[src/rtl/divider_arbiter.sv]
// divider_arbiter: two-client round-robin front end for one shared bit-serial divider.
// Completes the divider's four-phase Req/Done handshake and answers divide-by-zero locally.
`default_nettype none

module divider_arbiter #(
  parameter int N = 16
) (
  input  logic         clk,
  input  logic         rst,
  input  logic         req0,
  input  logic         req1,
  input  logic [N-1:0] a0,
  input  logic [N-1:0] a1,
  input  logic [N-1:0] b0,
  input  logic [N-1:0] b1,
  output logic         done0,
  output logic         done1,
  output logic [N-1:0] quotient,
  output logic [N-1:0] remainder,
  output logic         div_zero,
  output logic         grant,
  output logic         busy,
  output logic         div_req,
  output logic [N-1:0] div_a,
  output logic [N-1:0] div_b,
  input  logic         div_done,
  input  logic [N-1:0] div_quotient,
  input  logic [N-1:0] div_remainder
);

  typedef enum logic [1:0] {
    IDLE    = 2'd0,
    ISSUE   = 2'd1,
    DROP    = 2'd2,
    RESPOND = 2'd3
  } state_t;

  state_t       state, state_n;
  logic         last_grant, last_grant_n;
  logic         done0_n, done1_n, div_zero_n, grant_n, busy_n, div_req_n;
  logic [N-1:0] quotient_n, remainder_n, div_a_n, div_b_n;

  logic         sel;
  logic [N-1:0] sel_a, sel_b;
  logic         req_g;

  // On a tie the client that did not win last time goes first.
  assign sel   = (req0 && req1) ? ~last_grant : req1;
  assign sel_a = sel ? a1 : a0;
  assign sel_b = sel ? b1 : b0;
  assign req_g = grant ? req1 : req0;

  always_comb begin
    state_n      = state;
    last_grant_n = last_grant;
    done0_n      = done0;
    done1_n      = done1;
    quotient_n   = quotient;
    remainder_n  = remainder;
    div_zero_n   = div_zero;
    grant_n      = grant;
    div_req_n    = div_req;
    div_a_n      = div_a;
    div_b_n      = div_b;

    unique case (state)
      IDLE: begin
        if (req0 || req1) begin
          grant_n = sel;
          div_a_n = sel_a;
          div_b_n = sel_b;
          if (sel_b == '0) begin
            quotient_n  = '1;
            remainder_n = sel_a;
            div_zero_n  = 1'b1;
            done0_n     = ~sel;
            done1_n     = sel;
            state_n     = RESPOND;
          end else begin
            div_req_n  = 1'b1;
            div_zero_n = 1'b0;
            state_n    = ISSUE;
          end
        end
      end

      ISSUE: begin
        if (div_done) begin
          quotient_n  = div_quotient;
          remainder_n = div_remainder;
          div_req_n   = 1'b0;
          state_n     = DROP;
        end
      end

      // The client is only answered once the divider has released DivDone.
      DROP: begin
        if (!div_done) begin
          done0_n = ~grant;
          done1_n = grant;
          state_n = RESPOND;
        end
      end

      RESPOND: begin
        if (!req_g) begin
          done0_n      = 1'b0;
          done1_n      = 1'b0;
          last_grant_n = grant;
          state_n      = IDLE;
        end
      end

      default: state_n = IDLE;
    endcase

    busy_n = (state_n != IDLE);
  end

  always_ff @(posedge clk or posedge rst) begin
    if (rst) begin
      state      <= IDLE;
      last_grant <= 1'b1;
      done0      <= 1'b0;
      done1      <= 1'b0;
      quotient   <= '0;
      remainder  <= '0;
      div_zero   <= 1'b0;
      grant      <= 1'b0;
      busy       <= 1'b0;
      div_req    <= 1'b0;
      div_a      <= '0;
      div_b      <= '0;
    end else begin
      state      <= state_n;
      last_grant <= last_grant_n;
      done0      <= done0_n;
      done1      <= done1_n;
      quotient   <= quotient_n;
      remainder  <= remainder_n;
      div_zero   <= div_zero_n;
      grant      <= grant_n;
      busy       <= busy_n;
      div_req    <= div_req_n;
      div_a      <= div_a_n;
      div_b      <= div_b_n;
    end
  end

endmodule

`default_nettype wire
[config.mk]
export PLATFORM = sky130hd
export DESIGN_NAME = divider_arbiter
export DESIGN_NICKNAME = d
export VERILOG_FILES = /design/src/rtl/divider_arbiter.sv
export SDC_FILE = /design/constraint.sdc
export NUM_CORES = 1
export LEC_CHECK = 0
export CAP_MARGIN = 20
export CORE_ASPECT_RATIO = 1.2
export CORE_MARGIN = 1
export CORE_UTILIZATION = 26
export DETAILED_ROUTE_END_ITERATION = 8
export GPL_TIMING_DRIVEN = 0
export MAX_ROUTING_LAYER = met4
export SYNTH_ARGS = -nofsm -noshare
export SYNTH_HDL_FRONTEND = slang
export SYNTH_SLANG_ARGS = --single-unit
export TNS_END_PERCENT = 1
[constraint.sdc]
create_clock -name clk -period 2.1 [get_ports clk]
set_input_delay 0.42 -clock clk [delete_from_list [all_inputs] [get_ports clk]]
set_output_delay 0.42 -clock clk [all_outputs]
set_load 0.1 [all_outputs]
* Yosys cells after proc, flatten, opt, wreduce, memory -nomap -nowiden
Index checks and enable logic that the tools add are counted.
** Storage, ports and cells
- Output and inout port bits :: 70
- Register bits after elaboration :: 73
- Input bits :: 101
- Word-level logic and storage cells :: 69
** Operators by class
- Equal/unequal tests :: 9
- Bitwise logic cells :: 4
- Multiplexer cells :: 32
- Reductions and logical operators :: 12
** Operator list (count)
- $mux 16 :: 8
- $pmux 16 s2 :: 2
- $logic_not 16->1 :: 1
- $mux 1 :: 13
- $ne 2x2->1 const B :: 6
- $mux 2 :: 5
- $pmux 2 s4 :: 1
- $reduce_and 4->1 :: 2
- $pmux 1 s3 :: 2
- $reduce_and 5->1 :: 1
- $eq 2x2->1 const B :: 2
- $not 1->1 :: 4
- $reduce_and 2->1 :: 2
- $reduce_bool 2->1 :: 2
- $reduce_bool 3->1 :: 1
- $eq 2x1->1 const B :: 1
- $logic_not 2->1 :: 1
- $pmux 1 s2 :: 1
- $logic_and 1x1->1 :: 1
- $logic_or 1x1->1 :: 1

* Longest topological paths before layout
Gate-level depths: netlist (run 1).
- Word-level depth :: 8
- Gate-level depth with buffers :: 9
- Depth with buffers taken out :: 5

* Worst setup path before layout (run 1)
No wires, ideal clock.
- Path kind :: register -> register
- Start :: register grant
- End :: register done0
- Required time :: 1972 ps
- Clock period less this slack :: 1944 ps
- Setup time :: 128 ps
- Data arrival time :: 1816 ps
- Setup slack :: 156 ps
- Buffers on the path :: 0
- Stages on the path, launching flop included :: 5
- Cells stage by stage :: dfrtp_1 nor2b_1 a211oi_1 o2bb2ai_1 mux2_1
** On the way
- Longest elaborated chain between the ends :: 3
- Elaborated cells on any way between the ends :: 6
- Classes of those cells :: eq/ne: 1; mux: 3; bitwise: 1; reduce/logical: 1
** RTL lines
- from (decl) :: line 21 : output logic grant,
- from (signal assigned) :: line 142 : grant <= grant_n;
- $mux 1 / $not 1->1 (equally long branches) :: line 51, 99
- $ne 2x2->1 (no line) / $mux 1 (equally long branches)
- $reduce_and 5->1 (no line) / $pmux 1 s3 (equally long branches)
- to (signal assigned) :: line 137 : done0 <= done0_n;
- to (decl) :: line 16 : output logic done0,
Several ways; a longest one is shown, not always the timed one. The select of a mux whose other input is x is not followed.
A chain may end at the register's enable or synchronous reset.

* Worst setup path in the final report (run 1)
- Start :: register last_grant
- End :: register remainder[11]
** On the way
- Longest elaborated chain between the ends :: 6
- Elaborated cells on any way between the ends :: 10
- Classes of those cells :: eq/ne: 1; mux: 6; bitwise: 1; reduce/logical: 2
** RTL lines
- from (decl) :: line 39 : logic last_grant, last_grant_n;
- from (signal assigned) :: line 136 : last_grant <= last_grant_n;
- $not 1->1 (*) :: line 48 : assign sel = (req0 && req1) ? ~last_grant : req1;
- $mux 1 (*) :: line 48
- $mux 16, on equally long branches :: line 50, 49
- $logic_not 16->1 / $mux 16 (equally long branches) :: line 72 : if (sel_b == '0) begin
- $ne 2x2->1 (no line) / $mux 16 (equally long branches)
- $reduce_and 4->1 (no line) / $pmux 16 s2 (equally long branches)
- to (signal assigned) :: line 140 : remainder <= remainder_n;
- to (decl) :: line 19 : output logic [N-1:0] remainder,
Every way passes the cells marked *; elsewhere a longest branch is shown, timed or not. The select of a mux whose other input is x is not followed.

==> impl_metrics.ini, run 1 <==
[placement]
gp_congestion = 0.761
portBuffers = 169
dp_hpwl_mm = 8.24
dpl_worst_slack_ns = -0.659

[synthesis]
synth-compound-area-share_pct = 18.7
yosys.area_share.simple_pct = 17.3
netlist.area_leader.share_pct = 53.6
syn_area_um2 = 3360
synth_top_family_by_area = compound AO/OA/AOI/OAI gates
synth_area_leaders = dfrtp_1, nand2_1, mux2i_1
ys_warn_count = 0
muxShareOfSynthArea_pct = 5.73
synth_xor_xnor_area_share_pct = 0
yosysSeqAreaShare_pct = 54.4
synth_cells = 330
synth_adder_area_share_pct = 0
synth_area_per_cell_um2 = 10.2
yosysTopAreaCell = dfrtp_1
netlist-cell-type-count = 36
ys_ff_latch = 73
syn_nets = 431

[timing]
final.setup.worst_slack_ns = 0.0449
rsz0062_at_grt = true
final_max_slew_viol_count = 0
worstMarginPinSlew_ns = 0.997
fin_crit_ns = 2.06
layout_worst_path_cycle_share_pct = 97.9
maxSlewHeadroom_pct = 33.8
setup_viol = 0
fin_skew_ns = 0.00561
fmax_ghz = 0.487
hold_violations = 0

[final_layout]
finish.net_count = 612
antenna_cells = 0
final_common_cell = dlygate4sd2_1
final_cell_mix = dlygate4sd2_1, dfrtp_1, clkdlybuf4s50_1
drive_gt1_share_pct = 9.30
area_growth_pct = 68.1

[hold_path]
min_path_type = primary input to flip-flop
hold_path_startpoint = b0[15]
holdPathStages = 3
min_to = div_b[15]

[detailed_routing]
dr.first_iter.drc_count = 115
viasPerCell = 4.82
antenna_left = 0
drc_errors = 0
drtPass1Iterations = 4
drt_wl_total_mm = 11.0
wl_per_cell_um = 16.1
routed-via-count = 3280

[global_route]
use_met2_pct = 29.1
grt_pass1_vias = 3381
globalRouteTotalUtil_pct = 17.2
grt-busiest-layer = met2
grt_pass1_wl_mm = 17.5
grt_overflow = 0
use_met3_pct = 4.06
grt_use_met1_pct = 20.3
grt_max_degree = 40
antenna_found_initial = 0

[status]
status = finished clean

[cts]
cts_buffer_depth = 2
cts_made_buffers = 9
post_cts_buffers = 0
root_buffer = clkbuf_16
cts_sinks = 73
insertion_delay_ns = 0.32
cts_htree_levels = 3
cts.hold.buffers_added = 0
cts_tree = done
clk_transition_reported_paths_ns = 0.06

[critical_path]
r2r_cells = 8
critPathKind = flip-flop to flip-flop
crit_family = compound AO/OA/AOI/OAI gates
crit_arrival_ns = 2.27
cp_slowest_cell = dfstp_2
worstSetupEndpointType = flip-flop
cp.buffers_inverters = 3
regToRegStartpoint = last_grant
r2r_slack_ns = 0.04
required_ns = 2.31
path_max_fanout = 10
cpMostUsedCell = buf_6
start_kind = flip-flop
reg2reg_to = remainder[11]
path_cells = a21bo_1 > buf_6 > o21ai_2 > o22a_1 > buf_6 > a21o_4 > buf_8 > a211o_1
critPathMaxStageDelay_ns = 0.56

[die]
die_w_um = 106
ios = 171
die_area_um2 = 13400
dieHeight_um = 127
coreArea_um2 = 12600
start_util_pct = 26.7
rows = 45

[flow_run]
drv_cap = 0
## cell type report
| type | count | area [um2] |
|---|---|---|
| Clock buffer | 12 | 267 |
| Tap cell | 164 | 205 |
| Sequential cell | 73 | 1830 |
| Buffer | 25 | 138 |
| Clock inverter | 4 | 97.6 |
| Timing Repair Buffer | 170 | 1610 |
| Inverter | 1 | 7.51 |
| Multi-Input combinational cell | 231 | 1500 |
| Fill cell | 1264 | 6960 |
## cell families (layout without fill, tap and decap cells)
family | Yosys count | in the layout
flip-flops | 73 | 73
AO/OA/AOI/OAI | 88 | 88
buffers and inverters | 26 | 212
multiplexers | 19 | 19
AND/OR/NAND/NOR | 124 | 124
## per-stage QoR
stage | util, % | std cells | hold WS (ns) | setup TNS, ns | instance area [um2]
2_1_floorplan | - | 330 | 0.467 | 0 | 3370
3_3_place_gp | 41.7 | 663 | 0.466 | -36.06 | 5260
3_5_place_dp | 41.9 | 664 | 0.471 | -32.07 | 5280
4_1_cts | 44.5 | 680 | 0.391 | 0 | 5610
5_1_grt | 44.8 | 680 | 0.429 | -0.427 | 5650
6_report | 44.8 | 680 | 0.420 | 0 | 5650
## worst min-delay path, cell delays in order
cell            delay, ns
dlymetal6s2s_1       0.15
nand2_1              0.06
a31oi_1              0.07
## synth_stat cells
| cell | count |
|---|---|
| nor4_1 | 8 |
| buf_4 | 2 |
| nand2b_1 | 1 |
| nand4_1 | 2 |
| a21boi_1 | 1 |
| o21ai_0 | 20 |
| a21o_1 | 1 |
| nor3b_1 | 15 |
| and4b_1 | 1 |
| mux2i_1 | 17 |
| dfstp_2 | 1 |
| o211ai_1 | 1 |
| nand2_1 | 57 |
| o22ai_1 | 2 |
| a21bo_1 | 1 |
| inv_1 | 1 |
| o21bai_1 | 1 |
| or2_1 | 2 |
| o211a_1 | 1 |
| a21oi_1 | 2 |
| o22a_1 | 17 |
| a21oi_2 | 1 |
| buf_2 | 2 |
| o21ai_1 | 4 |
| nor2_1 | 21 |
| mux2_1 | 2 |
| a211o_1 | 16 |
| clkbuf_1 | 18 |
| buf_6 | 3 |
| dfrtp_1 | 72 |
| o2bb2ai_1 | 1 |
| a31oi_1 | 17 |
| a21o_4 | 1 |
| a211oi_1 | 1 |
| nor3_1 | 16 |
| nor2b_1 | 1 |
## state kept, by name, summed over array words and instances, names as in the netlist
signal / flops
done0: 1
div_a: 16
quotient: 16
remainder: 16
div_b: 16
div_zero: 1
div_req: 1
grant: 1
busy: 1
done1: 1
last_grant: 1
state: 2
## per-layer routing
| metal | share of wire, % | up-vias | routed length [um] |
|---|---|---|---|
| li1 | - | 1562 | - |
| met1 | 44 | 1605 | 4790 |
| met2 | 49 | 104 | 5400 |
| met3 | 6.0 | 9 | 661 |
| met4 | 1.1 | 0 | 126 |
| met5 | 0 | - | 0 |
## worst max path at each step
stage                from       endpoint  slack (ns)  cells past startpoint
6_report       last_grant  remainder[11]        0.04                      8
2_1_floorplan       grant          done0        0.16                      4
4_1_cts            b1[10]  remainder[10]       0.002                      8
3_5_place_dp        b0[0]  remainder[10]       -0.66                      8
3_3_place_gp        b0[0]  remainder[11]       -0.68                      8
5_1_grt          state[0]      div_a[10]       -0.05                      5
## timing repair
action / in CTS / in global routing
endpoints found under the setup margin: 124 / 59
resized for setup: 113 / 20
pin swaps: 6 / 7
Power of run 1 is left out: the tool's default activity adds up to more than one toggle a clock period on the data nets, which glitch-free logic cannot reach.
==> run 2, diff against run 1 <==
--- a/config.mk
+++ b/config.mk
@@ -12,6 +12,7 @@
 export DETAILED_ROUTE_END_ITERATION = 8
 export GPL_TIMING_DRIVEN = 0
 export MAX_ROUTING_LAYER = met4
+export SETUP_SLACK_MARGIN = 0.15
 export SYNTH_ARGS = -nofsm -noshare
 export SYNTH_HDL_FRONTEND = slang
 export SYNTH_SLANG_ARGS = --single-unit
==> run 2 against run 1 <==
Compared with the run above:
- final cell count is 0.88% higher
- non-clock buffer count is 6 higher
- die area stayed put
- design area is 3.1% higher
- fmax is 4.1% higher
- critical endpoint is now remainder[7]
- register-to-register slack better by 0.08 ns
==> impl_metrics.ini, run 2 (synthesis results as in run 1) <==
[detailed_routing]
viasPerCell = 4.83
drt_wl_total_mm = 11.1
antenna_left = 0
drc_errors = 0
drtPass1Iterations = 4
routed-via-count = 3316
wl_per_cell_um = 16.2
dr.first_iter.drc_count = 112

[final_layout]
multi_input_area_um2 = 1500
fillers = 1241
area_growth_pct = 73.4
final_common_cell = dfrtp_1
seqCellArea_um2 = 1830
design_area_um2 = 5830
finish.net_count = 618
final_util_pct = 46.2
drive_gt1_share_pct = 14.8
fin_cells = 686
final_cell_mix = dfrtp_1, clkdlybuf4s50_1, clkdlybuf4s15_1
antenna_cells = 0

[global_route]
use_met2_pct = 29.1
grt_pass1_wl_mm = 17.5
use_met3_pct = 3.91
grt_pass1_vias = 3383
grt_use_met1_pct = 20.5
antenna_found_initial = 0
grt_overflow = 0
grt_max_degree = 40
globalRouteTotalUtil_pct = 17.2
grt-busiest-layer = met2

[timing]
fmax_ghz = 0.507
fin_skew_ns = 0.00740
worstMarginPinSlew_ns = 0.987
fin_crit_ns = 1.97
maxSlewHeadroom_pct = 34.5
final.setup.tns_ns = 0
hold_violations = 0
final_max_slew_viol_count = 0
rsz0062_at_grt = true
layout_worst_path_cycle_share_pct = 94.0
setup_viol = 0

[cts]
cts_tree = done
root_buffer = clkbuf_16
cts.hold.buffers_added = 0
insertion_delay_ns = 0.33
cts_sinks = 73
cts_buffer_depth = 2
cts_htree_levels = 3
clk_transition_reported_paths_ns = 0.06
cts_made_buffers = 9

[die]
start_util_pct = 26.7
dieHeight_um = 127
rows = 45
ios = 171
die_w_um = 106
coreArea_um2 = 12600
die_area_um2 = 13400

[critical_path]
reg2reg_to = remainder[7]
regToRegStartpoint = last_grant
critPathMaxStageDelay_ns = 0.55
crit_arrival_ns = 2.19
critPathKind = flip-flop to flip-flop
path_max_fanout = 5
r2r_slack_ns = 0.13
required_ns = 2.31
crit_family = compound AO/OA/AOI/OAI gates
cp_num_cells = 8
worstSetupEndpointType = flip-flop
cp_slowest_cell = dfstp_2
path_cells = a21bo_1 > buf_6 > o21ai_2 > o22a_1 > buf_6 > a21o_4 > buf_12 > a211o_1
cp.buffers_inverters = 3
crit_start = last_grant
setup.worst_path.end = remainder[7]
start_kind = flip-flop
cpMostUsedCell = buf_6
r2r_cells = 8

[flow_run]
drv_cap = 0

[placement]
placed_area_um2 = 5280
dp_hpwl_mm = 8.24
portBuffers = 169
gp_congestion = 0.761
placed_cells = 664

[hold_path]
min_path_type = primary input to flip-flop
hold_path_startpoint = b0[15]

[status]
status = finished clean
-- run 2: cell types whose count changed in the layout (fill, tap and decap cells not counted), moves of 2 or more --
cell / before / now
clkdlybuf4s15_2: 1 / 17
clkdlybuf4s15_1: 2 / 58
buf_4: 2 / 4
dlymetal6s2s_1: 6 / 1
dlygate4sd2_1: 93 / 24
clkbuf_2: 6 / 12
clkbuf_1: 12 / 8
buf_12: 1 / 3
-- run 2: final cells by class --
type                            instances  area share [%]
Sequential cell                        73            31.4
Buffer                                 25            2.55
Inverter                                1           0.129
Timing Repair Buffer                  176            30.5
Multi-Input combinational cell        231            25.7
Clock buffer                           12            4.57
Tap cell                              164            3.52
Clock inverter                          4            1.67
-- run 2: worst min path at each step --
stage	to	slack, ns	cells after the start
floorplan	last_grant	0.47	2
global placement	div_a[11]	0.47	2
detailed placement	div_zero	0.47	2
CTS	last_grant	0.40	3
global route	div_b[15]	0.38	3
finish	div_b[15]	0.36	3
-- run 2: repair_timing --
item	CTS	global route
endpoints found under the setup margin	141	107
pin swaps	13	23
setup buffers	1	4
resized for setup	204	31
cloned	0	1
-- run 2: worst min-delay path: stages --
cell and delay (ns):
clkbuf_2 0.10, nand2_1 0.06, a31oi_1 0.07
-- run 2: per-stage QoR --
stage	setup WS [ns]	hold WS [ns]
global placement	-0.683	0.466
CTS	0.0443	0.404
finish	0.126	0.364
floorplan	0.156	0.467
detailed placement	-0.659	0.471
global route	0.0627	0.380
-- run 2: layer usage --
metal,wire length (um),vias up
met5,0,-
met2,5470,113
met1,4880,1614
met3,660,9
met4,110,0
li1,-,1580
Power of run 2 is left out for the same reason.
==> run 3, diff against run 2 <==
--- a/config.mk
+++ b/config.mk
@@ -12,6 +12,7 @@
 export DETAILED_ROUTE_END_ITERATION = 8
 export GPL_TIMING_DRIVEN = 0
 export MAX_ROUTING_LAYER = met4
+export PLACE_DENSITY_LB_ADDON = 0.05
 export SETUP_SLACK_MARGIN = 0.15
 export SYNTH_ARGS = -nofsm -noshare
 export SYNTH_HDL_FRONTEND = slang
==> run 3 against run 2 <==
Compared with the run above:
- die area is the same
- routed wire length increased by 0.49%
- clock skew is 0.0024 ns lower
- count of clock-buffer cells in the layout rose by 2
- sequential share of layout area increased by 0.75 points
- register-to-register slack barely moved
- setup slack lost 0.036 ns
- first-iteration DRC count shrank 9.8%
- via count is 1.9% lower
- critical endpoint is now remainder[13]
==> impl_metrics.ini, run 3 (synthesis results as in run 1) <==
[final_layout]
area_growth_pct = 69.3
fin_cells = 685
antenna_cells = 0
drive_gt1_share_pct = 13.2
final_cell_mix = dfrtp_1, clkdlybuf4s50_1, nand2_1
fillers = 1283
final_common_cell = dfrtp_1
finish.net_count = 617

[detailed_routing]
routed-via-count = 3252
wl_per_cell_um = 16.3
antenna_left = 0
dr.first_iter.drc_count = 101
drt_wl_total_mm = 11.2
viasPerCell = 4.75
drtPass1Iterations = 6
drc_errors = 0

[timing]
layout_worst_path_cycle_share_pct = 95.7
setup_viol = 0
worstMarginPinSlew_ns = 0.986
final_max_slew_viol_count = 0
fin_skew_ns = 0.00498
rsz0062_at_grt = true
fin_crit_ns = 2.01
fmax_ghz = 0.498
hold_violations = 0
maxSlewHeadroom_pct = 34.5

[cts]
cts_sinks = 73
clk_transition_reported_paths_ns = 0.06
cts_tree = done
cts_htree_levels = 3
cts_buffer_depth = 2
cts_made_buffers = 9
root_buffer = clkbuf_16
insertion_delay_ns = 0.33

[die]
die_w_um = 106
die_area_um2 = 13400
start_util_pct = 26.7
rows = 45
dieHeight_um = 127
coreArea_um2 = 12600
ios = 171

[critical_path]
critPathKind = primary input to flip-flop
cp_slowest_cell = nor4_4
start_kind = primary input
critPathMaxStageDelay_ns = 0.31
worstSetupEndpointType = flip-flop
cpMostUsedCell = buf_6
crit_family = compound AO/OA/AOI/OAI gates
crit_arrival_ns = 2.22
required_ns = 2.31
cp.buffers_inverters = 3
path_cells = dlygate4sd2_1 > nor4_4 > nand4_1 > o22a_1 > buf_6 > a21o_4 > buf_6 > a211o_1
path_max_fanout = 10

[global_route]
grt_max_degree = 38
grt_overflow = 0
grt_use_met1_pct = 22.2
grt_pass1_vias = 3382
antenna_found_initial = 0
grt_pass1_wl_mm = 17.8
use_met3_pct = 4.27
globalRouteTotalUtil_pct = 17.7
use_met2_pct = 28.4
grt-busiest-layer = met2

[flow_run]
drv_cap = 0

[placement]
gp_congestion = 0.791
portBuffers = 169
dp_hpwl_mm = 8.14
placed_cells = 664

[hold_path]
min_path_type = primary input to flip-flop

[status]
status = finished clean
## run 3: cell type report
cell class | count | area (um2) | area share (%)
plain buffers | 25 | 144 | 2.53
clock buffers | 14 | 264 | 4.64
clock inverters | 2 | 12.5 | 0.220
inverters | 1 | 7.51 | 0.132
multi-input cells | 231 | 1490 | 26.1
flip-flops and latches | 73 | 1830 | 32.1
well taps | 164 | 205 | 3.61
repair buffers | 175 | 1750 | 30.7
## run 3: worst paths after layout
path | start | end | slack [ns] | cells after the start
max | b0[14] | remainder[13] | 0.09 | 8
min | b1[8] | div_b[8] | 0.40 | 3
max reg2reg | last_grant | remainder[13] | 0.13 | 8
min reg2reg | div_a[1] | div_a[1] | 0.47 | 2
max in group asynchronous | rst | last_grant | 0.77 | 3
min in group asynchronous | rst | quotient[9] | 0.62 | 2
## run 3: routing by layer
metal | part of all wire, % | routed length (um)
met5 | 0 | 0
met4 | 0.89 | 99
met3 | 6.2 | 695
met2 | 48 | 5370
met1 | 45 | 5010
## run 3: worst min-delay path, delay by kind of cell
| kind | cells | cell delay (ns) |
|---|---|---|
| buffers and inverters | 1 | 0.14 |
| AO/OA/AOI/OAI | 1 | 0.07 |
| AND/OR/NAND/NOR | 1 | 0.06 |
## run 3: repair_timing
action,in CTS,in global routing
hold buffers,0,0
buffers inserted,2,3
pin swaps,16,4
setup endpoints to repair,140,108
resized for setup,208,11
endpoints found under the hold margin,0,0
## run 3: per-stage QoR
step	cell area [um2]	setup WS [ns]	util (%)	hold WS (ns)	setup TNS, ns
floorplan	3370	0.156	-	0.467	0
finish	5690	0.0903	45.1	0.399	0
CTS	5640	0.0463	44.8	0.415	0
global placement	5260	-0.666	41.7	0.462	-42.11
detailed placement	5280	-0.678	41.9	0.470	-33.97
global route	5690	0.0138	45.1	0.422	0
Power of run 3 is left out for the same reason.
